==> src/rtl/pc_seq_pkg.sv <==
// pc_seq_pkg: shared definitions for the PC sequencer.
//   pc_seq_state_e : sequencer state encoding, also exported on the State port.
//   PC_INCR        : sequential fetch increment in bytes.
//   DBG_MODE_*     : DbgMode encodings sampled together with DbgStart.
package pc_seq_pkg;

  typedef enum logic [2:0] {
    IDLE   = 3'd0,
    RUN    = 3'd1,
    STEP   = 3'd2,
    DRAIN  = 3'd3,
    HALTED = 3'd4
  } pc_seq_state_e;

  localparam int unsigned PC_INCR = 4;

  localparam logic DBG_MODE_RUN  = 1'b0;
  localparam logic DBG_MODE_STEP = 1'b1;

endpackage

==> src/rtl/pc_next_mux.sv <==
// pc_next_mux: combinational next-fetch-address selector.
// Priority: jump > taken branch > sequential (pc_current + PC_INCR, wrapping).
// Ports:
//   jump, jump_target       : jump resolved in ID and its destination
//   branch_taken, branch_target : taken branch resolved in ID and its destination
//   pc_current              : current PC register value
//   pc_next                 : selected next fetch address
module pc_next_mux
  import pc_seq_pkg::*;
#(
  parameter int unsigned ADDR_W = 32
) (
  input  logic              jump,
  input  logic [ADDR_W-1:0] jump_target,
  input  logic              branch_taken,
  input  logic [ADDR_W-1:0] branch_target,
  input  logic [ADDR_W-1:0] pc_current,
  output logic [ADDR_W-1:0] pc_next
);

  always_comb begin
    pc_next = pc_current + ADDR_W'(PC_INCR);
    if (jump) begin
      pc_next = jump_target;
    end else if (branch_taken) begin
      pc_next = branch_target;
    end
  end

endmodule

==> src/rtl/pc_sequencer.sv <==
// pc_sequencer: sequences the PC register and the global pipeline advance.
// Debug modes: continuous run, single step (one advance per DbgStep rising edge)
// and a fixed-length pipeline drain after a HALT fetch, ending in HALTED.
// Ports:
//   Clock, Reset        : clock (rising edge), asynchronous active-high reset
//   DbgStart, DbgMode   : leave IDLE into RUN (mode 0) or STEP (mode 1)
//   DbgStep             : step request, rising edge detected internally
//   Stall               : load-use stall; blocks PC load and redirects
//   Jump, JumpTarget    : jump resolved in ID
//   BranchTaken, BranchTarget : taken branch resolved in ID
//   HaltDetected        : instruction at PC_Current is HALT
//   PC_Current          : PC register output
//   PC_Next, PC_Enable  : PC register data input and load enable
//   PipeEnable          : stage-register advance enable
//   Flush               : squash IF/ID
//   Halted, State       : status and state readback
// Optional build macro CYCLE_COUNTER_EN adds CycleCount, the number of advance
// cycles since reset (wraps at 2^32, holds in HALTED).
module pc_sequencer
  import pc_seq_pkg::*;
#(
  parameter int unsigned       ADDR_W       = 32,
  parameter logic [ADDR_W-1:0] RESET_PC     = '0,
  parameter int unsigned       DRAIN_CYCLES = 4
) (
  input  logic              Clock,
  input  logic              Reset,
  input  logic              DbgStart,
  input  logic              DbgMode,
  input  logic              DbgStep,
  input  logic              Stall,
  input  logic              Jump,
  input  logic [ADDR_W-1:0] JumpTarget,
  input  logic              BranchTaken,
  input  logic [ADDR_W-1:0] BranchTarget,
  input  logic              HaltDetected,
  input  logic [ADDR_W-1:0] PC_Current,
  output logic [ADDR_W-1:0] PC_Next,
  output logic              PC_Enable,
  output logic              PipeEnable,
  output logic              Flush,
  output logic              Halted,
  output logic [2:0]        State
`ifdef CYCLE_COUNTER_EN
  ,
  output logic [31:0]       CycleCount
`endif
);

  localparam int unsigned CntW = (DRAIN_CYCLES > 1) ? $clog2(DRAIN_CYCLES) : 1;

  pc_seq_state_e   state_q;
  logic            step_prev_q;   // DbgStep from the previous clock
  logic            step_adv_q;    // a step edge was sampled: this cycle advances
  logic            drain_step_q;  // drain entered from STEP: drain advances on steps
  logic [CntW-1:0] drain_cnt_q;

  logic              step_rise;
  logic              adv;
  logic              fetch_halt;
  logic [ADDR_W-1:0] mux_pc;

  assign step_rise = DbgStep & ~step_prev_q;

  always_comb begin
    adv = 1'b0;
    case (state_q)
      RUN:     adv = 1'b1;
      STEP:    adv = step_adv_q;
      DRAIN:   adv = drain_step_q ? step_adv_q : 1'b1;
      default: adv = 1'b0;
    endcase
  end

  // A redirect or stall in the same cycle squashes the HALT fetch.
  assign fetch_halt = adv & ~Stall & ~Jump & ~BranchTaken & HaltDetected;

  pc_next_mux #(
    .ADDR_W(ADDR_W)
  ) u_pc_next_mux (
    .jump          (Jump),
    .jump_target   (JumpTarget),
    .branch_taken  (BranchTaken),
    .branch_target (BranchTarget),
    .pc_current    (PC_Current),
    .pc_next       (mux_pc)
  );

  assign PC_Next    = (state_q == IDLE) ? RESET_PC : mux_pc;
  assign PipeEnable = adv;
  assign PC_Enable  = adv & ~Stall & ((state_q == RUN) | (state_q == STEP));
  assign Flush      = adv & ~Stall & (Jump | BranchTaken);
  assign Halted     = (state_q == HALTED);
  assign State      = state_q;

  always_ff @(posedge Clock or posedge Reset) begin
    if (Reset) begin
      state_q      <= IDLE;
      step_prev_q  <= 1'b0;
      step_adv_q   <= 1'b0;
      drain_step_q <= 1'b0;
      drain_cnt_q  <= '0;
    end else begin
      step_prev_q <= DbgStep;
      step_adv_q  <= 1'b0;
      case (state_q)
        IDLE: begin
          if (DbgStart) begin
            case (DbgMode)
              DBG_MODE_RUN:  state_q <= RUN;
              DBG_MODE_STEP: state_q <= STEP;
              default:       state_q <= IDLE;
            endcase
          end
        end
        RUN: begin
          if (fetch_halt) begin
            state_q      <= DRAIN;
            drain_step_q <= 1'b0;
            drain_cnt_q  <= CntW'(DRAIN_CYCLES - 1);
          end
        end
        STEP: begin
          step_adv_q <= step_rise;
          if (fetch_halt) begin
            state_q      <= DRAIN;
            drain_step_q <= 1'b1;
            drain_cnt_q  <= CntW'(DRAIN_CYCLES - 1);
          end
        end
        DRAIN: begin
          step_adv_q <= drain_step_q & step_rise;
          if (adv) begin
            if (drain_cnt_q == '0) begin
              state_q <= HALTED;
            end else begin
              drain_cnt_q <= drain_cnt_q - CntW'(1);
            end
          end
        end
        HALTED: begin
          state_q <= HALTED;
        end
        default: begin
          state_q <= IDLE;
        end
      endcase
    end
  end

`ifdef CYCLE_COUNTER_EN
  logic [31:0] cycle_q;

  always_ff @(posedge Clock or posedge Reset) begin
    if (Reset) begin
      cycle_q <= '0;
    end else if (adv) begin
      cycle_q <= cycle_q + 32'd1;
    end
  end

  assign CycleCount = cycle_q;
`endif

endmodule

==> config.mk <==
export PLATFORM = sky130hd
export DESIGN_NAME = pc_sequencer
export DESIGN_NICKNAME = d
export VERILOG_FILES = /design/src/rtl/pc_seq_pkg.sv /design/src/rtl/pc_next_mux.sv /design/src/rtl/pc_sequencer.sv
export SDC_FILE = /design/constraint.sdc
export NUM_CORES = 1
export LEC_CHECK = 0
export CAP_MARGIN = 5
export CORE_ASPECT_RATIO = 1.2
export CORE_UTILIZATION = 30
export CTS_BUF_LIST = sky130_fd_sc_hd__clkbuf_4 sky130_fd_sc_hd__clkbuf_8
export DETAILED_ROUTE_END_ITERATION = 6
export MAX_ROUTING_LAYER = met4
export PLACE_DENSITY = 0.8
export REMOVE_ABC_BUFFERS = 1
export SLEW_MARGIN = 20
export SYNTH_ARGS = -nofsm -noshare
export SYNTH_HDL_FRONTEND = slang
export SYNTH_SLANG_ARGS = --single-unit
==> constraint.sdc <==
create_clock -name Clock -period 2.5 [get_ports Clock]
set_clock_uncertainty 0.15 [all_clocks]
set_input_delay 0.625 -clock Clock [delete_from_list [all_inputs] [get_ports Clock]]
set_output_delay 0.625 -clock Clock [all_outputs]
set_load 0.01 [all_outputs]
=== Word level (Yosys, flattened, before mapping) ===
Index checks and enable logic that the tools add are counted.

* Register bits: 8
* Latch bits: 0
* Bits in writable memories: 0
* ROM bits: 0
* Input bits: 105
* Output and inout port bits: 39
* Word-level logic and storage cells: 60
* Memories: 0

* Add/sub/neg operators: 2
* Multipliers: 0
* Divide/modulo/power cells: 0
* Magnitude comparators: 0
* Equality and inequality tests: 11
* Shifts and indexed selects: 0
* Multiplexer cells: 19
* Bitwise gates (word level): 15
* Reductions and logical operators: 8

{| class="wikitable"
|+ Operator list
! kind !! number
|-
| $mux 32 || 3
|-
| $add 32x3->32 const B || 1
|-
| $mux 3 || 4
|-
| $ne 2x2->1 const B || 6
|-
| $pmux 3 s4 || 1
|-
| $and 1x1->1 || 8
|-
| $reduce_and 4->1 || 2
|-
| $eq 3x2->1 const B || 2
|-
| $mux 2 || 3
|-
| $pmux 3 s2 || 1
|-
| $not 1->1 || 5
|-
| $pmux 1 s2 || 2
|-
| $pmux 2 s2 || 1
|-
| $reduce_bool 2->1 || 2
|-
| $eq 3x1->1 const B || 1
|-
| $eq 3x3->1 const B || 1
|-
| $logic_not 3->1 || 1
|-
| $mux 1 || 3
|-
| $pmux 1 s3 || 1
|-
| $reduce_and 3->1 || 1
|-
| $logic_not 2->1 || 1
|-
| $ne 2x1->1 const B || 1
|-
| $or 1x1->1 || 2
|-
| $reduce_or 2->1 || 1
|-
| $sub 2x1->2 const B || 1
|}

=== Longest topological paths before layout ===
* Depth after elaboration: 8
* Depth in mapped cells: 6

=== By module ===
Synthesis repeated with hierarchy kept, for this count alone.

* Cell total of the unflattened synthesis: 286
* Area, all modules: 1,976.9 µm²

{| class="wikitable"
|+ By module, submodules not included
! module !! instances !! cells each !! area each (µm²)
|-
| pc_next_mux || 1 || 193 || 1,252.5
|-
| pc_sequencer || 1 || 93 || 724.4
|}

=== Least setup slack after synthesis ===
Ideal clock, no wire load.

* Kind: input -> output
* Start point: in PC_Current[2]
* End point: out PC_Next[26]
* Data arrival time: 1.878 ns
* Setup slack: -0.153 ns
* Stages: 6
* Path through: ha_1 nand4_1 nor2_1 nand4_1 xor2_1 a211oi_1

* Word-level cells in the longest chain between the ends: 4

{| class="wikitable"
|+ Ends and longest elaborated chain
! element !! RTL line !! text
|-
| start, declared || pc_sequencer.sv:37 || <nowiki>input logic [ADDR_W-1:0] PC_Current,</nowiki>
|-
| $add 32x3->32 || pc_next_mux.sv:22 || <nowiki>pc_next = pc_current + ADDR_W'(PC_INCR);</nowiki>
|-
| $mux 32 || pc_next_mux.sv:25 || <nowiki>end else if (branch_taken) begin</nowiki>
|-
| $mux 32 || pc_next_mux.sv:23 || <nowiki>if (jump) begin</nowiki>
|-
| $mux 32 || pc_sequencer.sv:89 || <nowiki>assign PC_Next = (state_q == IDLE) ? RESET_PC : mux_pc;</nowiki>
|-
| end, declared || pc_sequencer.sv:38 || <nowiki>output logic [ADDR_W-1:0] PC_Next,</nowiki>
|}

Every way passes these cells.

=== Worst setup path in the final report ===
* Start point: in PC_Current[3]
* End point: out PC_Next[30]

The elaborated chain is that of the path after synthesis.

==> impl_metrics.yaml <==
route:
  first_pass_iters: 5
  vias_per_cell: 5.77
  drc: 0
  wl_um: 9220
  vias: 2987
  final_antenna_net_count: 0
  drt-initial-drc-count: 242
  avgRoutedWirePerCell_um: 17.8
global_route:
  grt_max_degree: 21
  grt_pass1_vias: 2786
  track_usage: 0.280
  grt_overflow: 0
  antenna_found_initial: 0
  grt_pass1_wl_um: 13100
setup_path:
  cp-start-kind: "primary input"
  critPathKind: "primary input to output port"
  slowest_delay_ns: 0.25
  path_max_fanout: 4
  path_cells: "buf_8, ha_4, nand4_1, buf_6, nor3_4, nand3_2, xnor2_1, a211oi_1, buf_2"
  cp.required_ns: 1.73
  crit_arrival_ns: 2.11
  cp.buffers_inverters: 3
  critPathSlowestCell: "nor3_4"
  endpoint_kind: "output port"
  cpLargestDelayFamily: "simple AND/OR/NAND/NOR gates"
power:
  ir_drop_mv: 0.236
  p_leak_nw: 1.79
  power_density_nw_per_um2: 339
layout:
  fin_nets: 565
  regArea_um2: 200
  nFillCells: 376
  diodes: 0
  drive_gt1_frac: 0.436
  multi_input_area_um2: 1720
  area_growth_pct: 143
synth:
  synth_top_area_cell: "dfrtp_1"
  syn_area_per_cell_um2: 6.90
  syn_area_um2: 1660
  async_flop_share: 1.00
  synth_top_cell_area_share: 0.121
  yosysWarnings: 0
  ys.flop_type: "dfrtp_1"
  ys_top_cells_by_area: "dfrtp_1 12%, xor2_1 7.4%, a211oi_1 6.3%"
  synth_edf_count: 0
  seq_area_frac_synth: 0.121
  synth.distinct_cells: 48
  syn-instance-count: 240
  synth_seq_cells: 8
die:
  dieWidth_um: 69.8
  die_h_um: 83.4
  io-pin-count: 144
  start_util: 0.312
  dieArea_um2: 5820
  core_region_area_um2: 5300
  row_count: 29
sta:
  fin_crit_sh: 1.16
  hold_violations: 0
  relSlewSlack: 0.788
  setup_viol: 24
  timing.final.crit_period_ns: 2.89
  worst_slew_pin_slew_ns: 0.316
  timing.final.ws_setup_ns: -0.389
  maxSlewViolCount: 0
  rsz0062_at_grt: "yes"
  max_freq_ghz: 0.346
  tns_ns: -6.05
worst_hold_path:
  min_path_type: "flip-flop to flip-flop"
placement:
  port_buffers: 143
  gp_congestion: 0.845
  hpwl_um: 5990
  pre_cts_ws_ns: -1.25
clock_network:
  worstSkewPairLatency_ns: 0.24
  path_clk_slew_ns: 0.05
  cts_inserted_buffers: 3
  cts-root-buf: "clkbuf_8"
  clkSinkCount: 8
  cts_max_level: 1
  cts_tree: "built"
  clock_path_buffers: 2
  holdBufCountCts: 0
run_status:
  violations: "setup timing"
  status: "finished, violations left"
run:
  drv_cap: 0
power by group:
group | internal [mW] | switching [mW] | total, mW
Clock | 0.105 | 0.0542 | 0.159
Sequential | 0.162 | 0.0305 | 0.193
Combinational | 0.527 | 0.487 | 1.01
Total | 0.794 | 0.572 | 1.37
cell type report:
| cell class | instances | area share |
|---|---|---|
| Clock buffer | 3 | 0.0102 |
| Inverter | 13 | 0.0121 |
| Multi-Input combinational cell | 205 | 0.426 |
| Sequential cell | 8 | 0.0497 |
| Tap cell | 62 | 0.0192 |
| Timing Repair Buffer | 227 | 0.483 |
per-layer routing:
metal,share of wire,GRT usage,up-vias
met3,0.059,0.0243,40
met4,0.042,0.0800,0
met5,0,-,-
met2,0.51,0.514,172
li1,-,-,1354
met1,0.39,0.320,1421
Yosys cell counts (2+ instances only):
master / instances
xnor2_1: 11
buf_2: 3
mux2i_1: 4
o21ai_0: 5
o22ai_1: 16
buf_1: 4
dfrtp_1: 8
nor2b_1: 2
a31o_2: 2
nor2_1: 22
inv_1: 13
o21ai_1: 2
and3_1: 7
a211oi_1: 14
a21oi_1: 18
a31oi_1: 4
ha_1: 2
a22oi_1: 7
a221oi_1: 2
nand3_1: 14
nor3_1: 10
xor2_1: 14
a21boi_0: 2
nand4_1: 6
a222oi_1: 3
nor3_4: 2
clkbuf_1: 8
nand2b_1: 2
nand2_1: 14
cells in the final DEF, fill, tap and decap left out, drive strengths merged, types with 4 or more instances in the layout:
master	count
and3	7
mux2i	4
a21oi	18
dlygate4sd2	10
xnor2	11
nor3	14
a22oi	7
nand3	14
buf	134
inv	13
nor2	22
o21ai	7
nand2	14
nand4	8
clkdlybuf4s50	77
clkbuf	5
a31oi	4
clkdlybuf4s15	4
xor2	14
o22ai	16
dfrtp	8
a211oi	14
flip-flops by register name, summed over array words and instances, names as in the netlist:
name / count
drain_step_q: 1
drain_cnt_q: 2
step_adv_q: 1
step_prev_q: 1
State: 3
worst paths after layout:
path	start	end	slack (ns)	cells after the start
min in group asynchronous	Reset	State[1]	0.49	2
worst max register to register	drain_step_q	drain_cnt_q[1]	0.69	6
worst max-delay path	PC_Current[3]	PC_Next[30]	-0.39	9
max in group asynchronous	Reset	drain_cnt_q[0]	1.46	2
worst min-delay path	step_prev_q	step_adv_q	0.38	1
worst min register to register	step_prev_q	step_adv_q	0.38	1
cells by family after synthesis:
logic type,after synthesis,synth area share
AO/OA/AOI/OAI,80,0.320
XOR/XNOR,25,0.132
adder cells (fa/ha/maj),2,0.0151
buffers and inverters,28,0.0658
flip-flops,8,0.121
multiplexers,5,0.0310
AND/OR/NAND/NOR,92,0.315
repair_timing:
action                     in CTS  in global routing
pin swaps                      71                 29
setup endpoints to repair      36                 33
setup buffers                  15                  9
cloned                          1                  0
gates resized for setup       307                 34
stage by stage:
step           total power, mW  hold slack, ns   util  instances  area, µm²
6_report                  1.37           0.379  0.761        518       4030
2_1_floorplan            0.582           0.291      -        225       1600
4_1_cts                   1.31           0.379  0.729        511       3860
3_3_place_gp              1.19           0.367  0.680        494       3600
5_1_grt                   1.44           0.403  0.761        518       4030
3_5_place_dp              1.21           0.375  0.680        494       3600
Power figures use the tool's default switching activity.
==> variant (same settings) <==
`DRAIN_CYCLES`: 4 -> 2.
--- a/src/rtl/pc_sequencer.sv
+++ b/src/rtl/pc_sequencer.sv
@@ -21,7 +21,7 @@
 #(
   parameter int unsigned       ADDR_W       = 32,
   parameter logic [ADDR_W-1:0] RESET_PC     = '0,
-  parameter int unsigned       DRAIN_CYCLES = 4
+  parameter int unsigned       DRAIN_CYCLES = 2
 ) (
   input  logic              Clock,
   input  logic              Reset,
Formal check against the unedited RTL: not equivalent (Yosys sat finds a counterexample within 10 cycles, from zero or initial values and one cycle with Reset high).
==> variant against the original RTL <==
  * The run still ends with negative setup slack left
  * Power grew 34%
  * Design area grew 5.2%
  * Via count shrank 0.74%
  * Routed wire length grew 15%
  * Sequential power shrank 17%
  * Sequential cell count shrank 1
  * Area after synthesis shrank 1.6%
  * Non-clock buffer count grew 5
  * Worst setup slack gained 0.062 ns
  * Fmax grew 2.2%
  * Largest power group unchanged
  * Highest routed layer unchanged
==> variant: results (changes against the original RTL) <==
Fraction of layout cells with a size suffix above 1 -> 49.22% (+5.6 points)
R2r setup slk -> 0.76 ns (+0.07 ns)
End of the critical path -> PC_Next[24]
Via count -> 2965 (-0.74%)
Crit-path max cell delay -> 0.30 ns (+0.05 ns)
Path depth of the worst reg2reg path -> 5 (-1)
Leak pwr -> 1.835 nW (+2.7%)
Met2 GRT Util -> 60.58% (+9.2 points)
WL met1 -> 3676 um (+3.5%)
Mux contribution to synthesized area -> 2.458% (-0.64 points)
Status -> finished with violations
CP Data Arrival Time -> 2.05 ns (-0.06 ns)
CP max stage cell -> nor4_4
Slew headroom -> 74.62% (-4.2 points)
Synth Area in XOR/XNOR -> 13.98% (+0.75 points)
Seq. pwr -> 0.161 mW (-17%)
Failing checks -> negative setup slack
Sequential area share after synthesis -> 10.75% (-1.3 points)
Dpl ws -> -1.177 ns (+0.07686 ns)
Met3 usage -> 5.340% (+2.9 points)
CP startpoint -> PC_Current[16]
FF-to-FF Start -> State[1]$_DFFE_PP0P_
CP delay by family, top -> buffers and inverters
TritonRoute pass-1 iters -> 4 (-1)
Top cells by area, synth -> dfrtp_1 (11%), xor2_1 (9.7%), a21oi_1 (6.5%)
First-pass GRT wire length -> 13860 um (+5.5%)
Placed Area -> 3571 sq um (-0.87%)
Layout Nets -> 558 (-1.2%)
Setup WS post-layout -> -0.3277 ns (+0.06154 ns)
Sw Share -> 46.90% (+5.0 points)
Setup Viol. Count Final -> 24 (unchanged)
Setup tns final -> -4.276 ns (+1.779 ns)
Hpwl dp -> 6214 um (+3.8%)
variant: kinds of logic (layout without fill, tap and decap cells):
group / after synthesis / after routing
AO/OA/AOI/OAI: 81 / 81
multiplexers: 4 / 4
buffers and inverters: 23 / 243
flip-flops: 7 / 7
adder cells (fa/ha/maj): 1 / 1
AND/OR/NAND/NOR: 89 / 89
XOR/XNOR: 26 / 26
variant: timing repair:
| item | in CTS | in global routing |
|---|---|---|
| resized for setup | 320 | 53 |
| pin swaps | 59 | 40 |
| cloned | 2 | 0 |
| buffers inserted | 15 | 13 |
| endpoints found under the setup margin | 34 | 34 |
variant: cell type report:
class | count | area, sq um | share of cell area (%)
repair buffers | 232 | 2120 | 50.00
multi-input cells | 201 | 1789 | 42.21
flip-flops and latches | 7 | 175.2 | 4.132
well taps | 62 | 77.57 | 1.830
clock buffers | 4 | 48.80 | 1.151
inverters | 7 | 28.78 | 0.6789
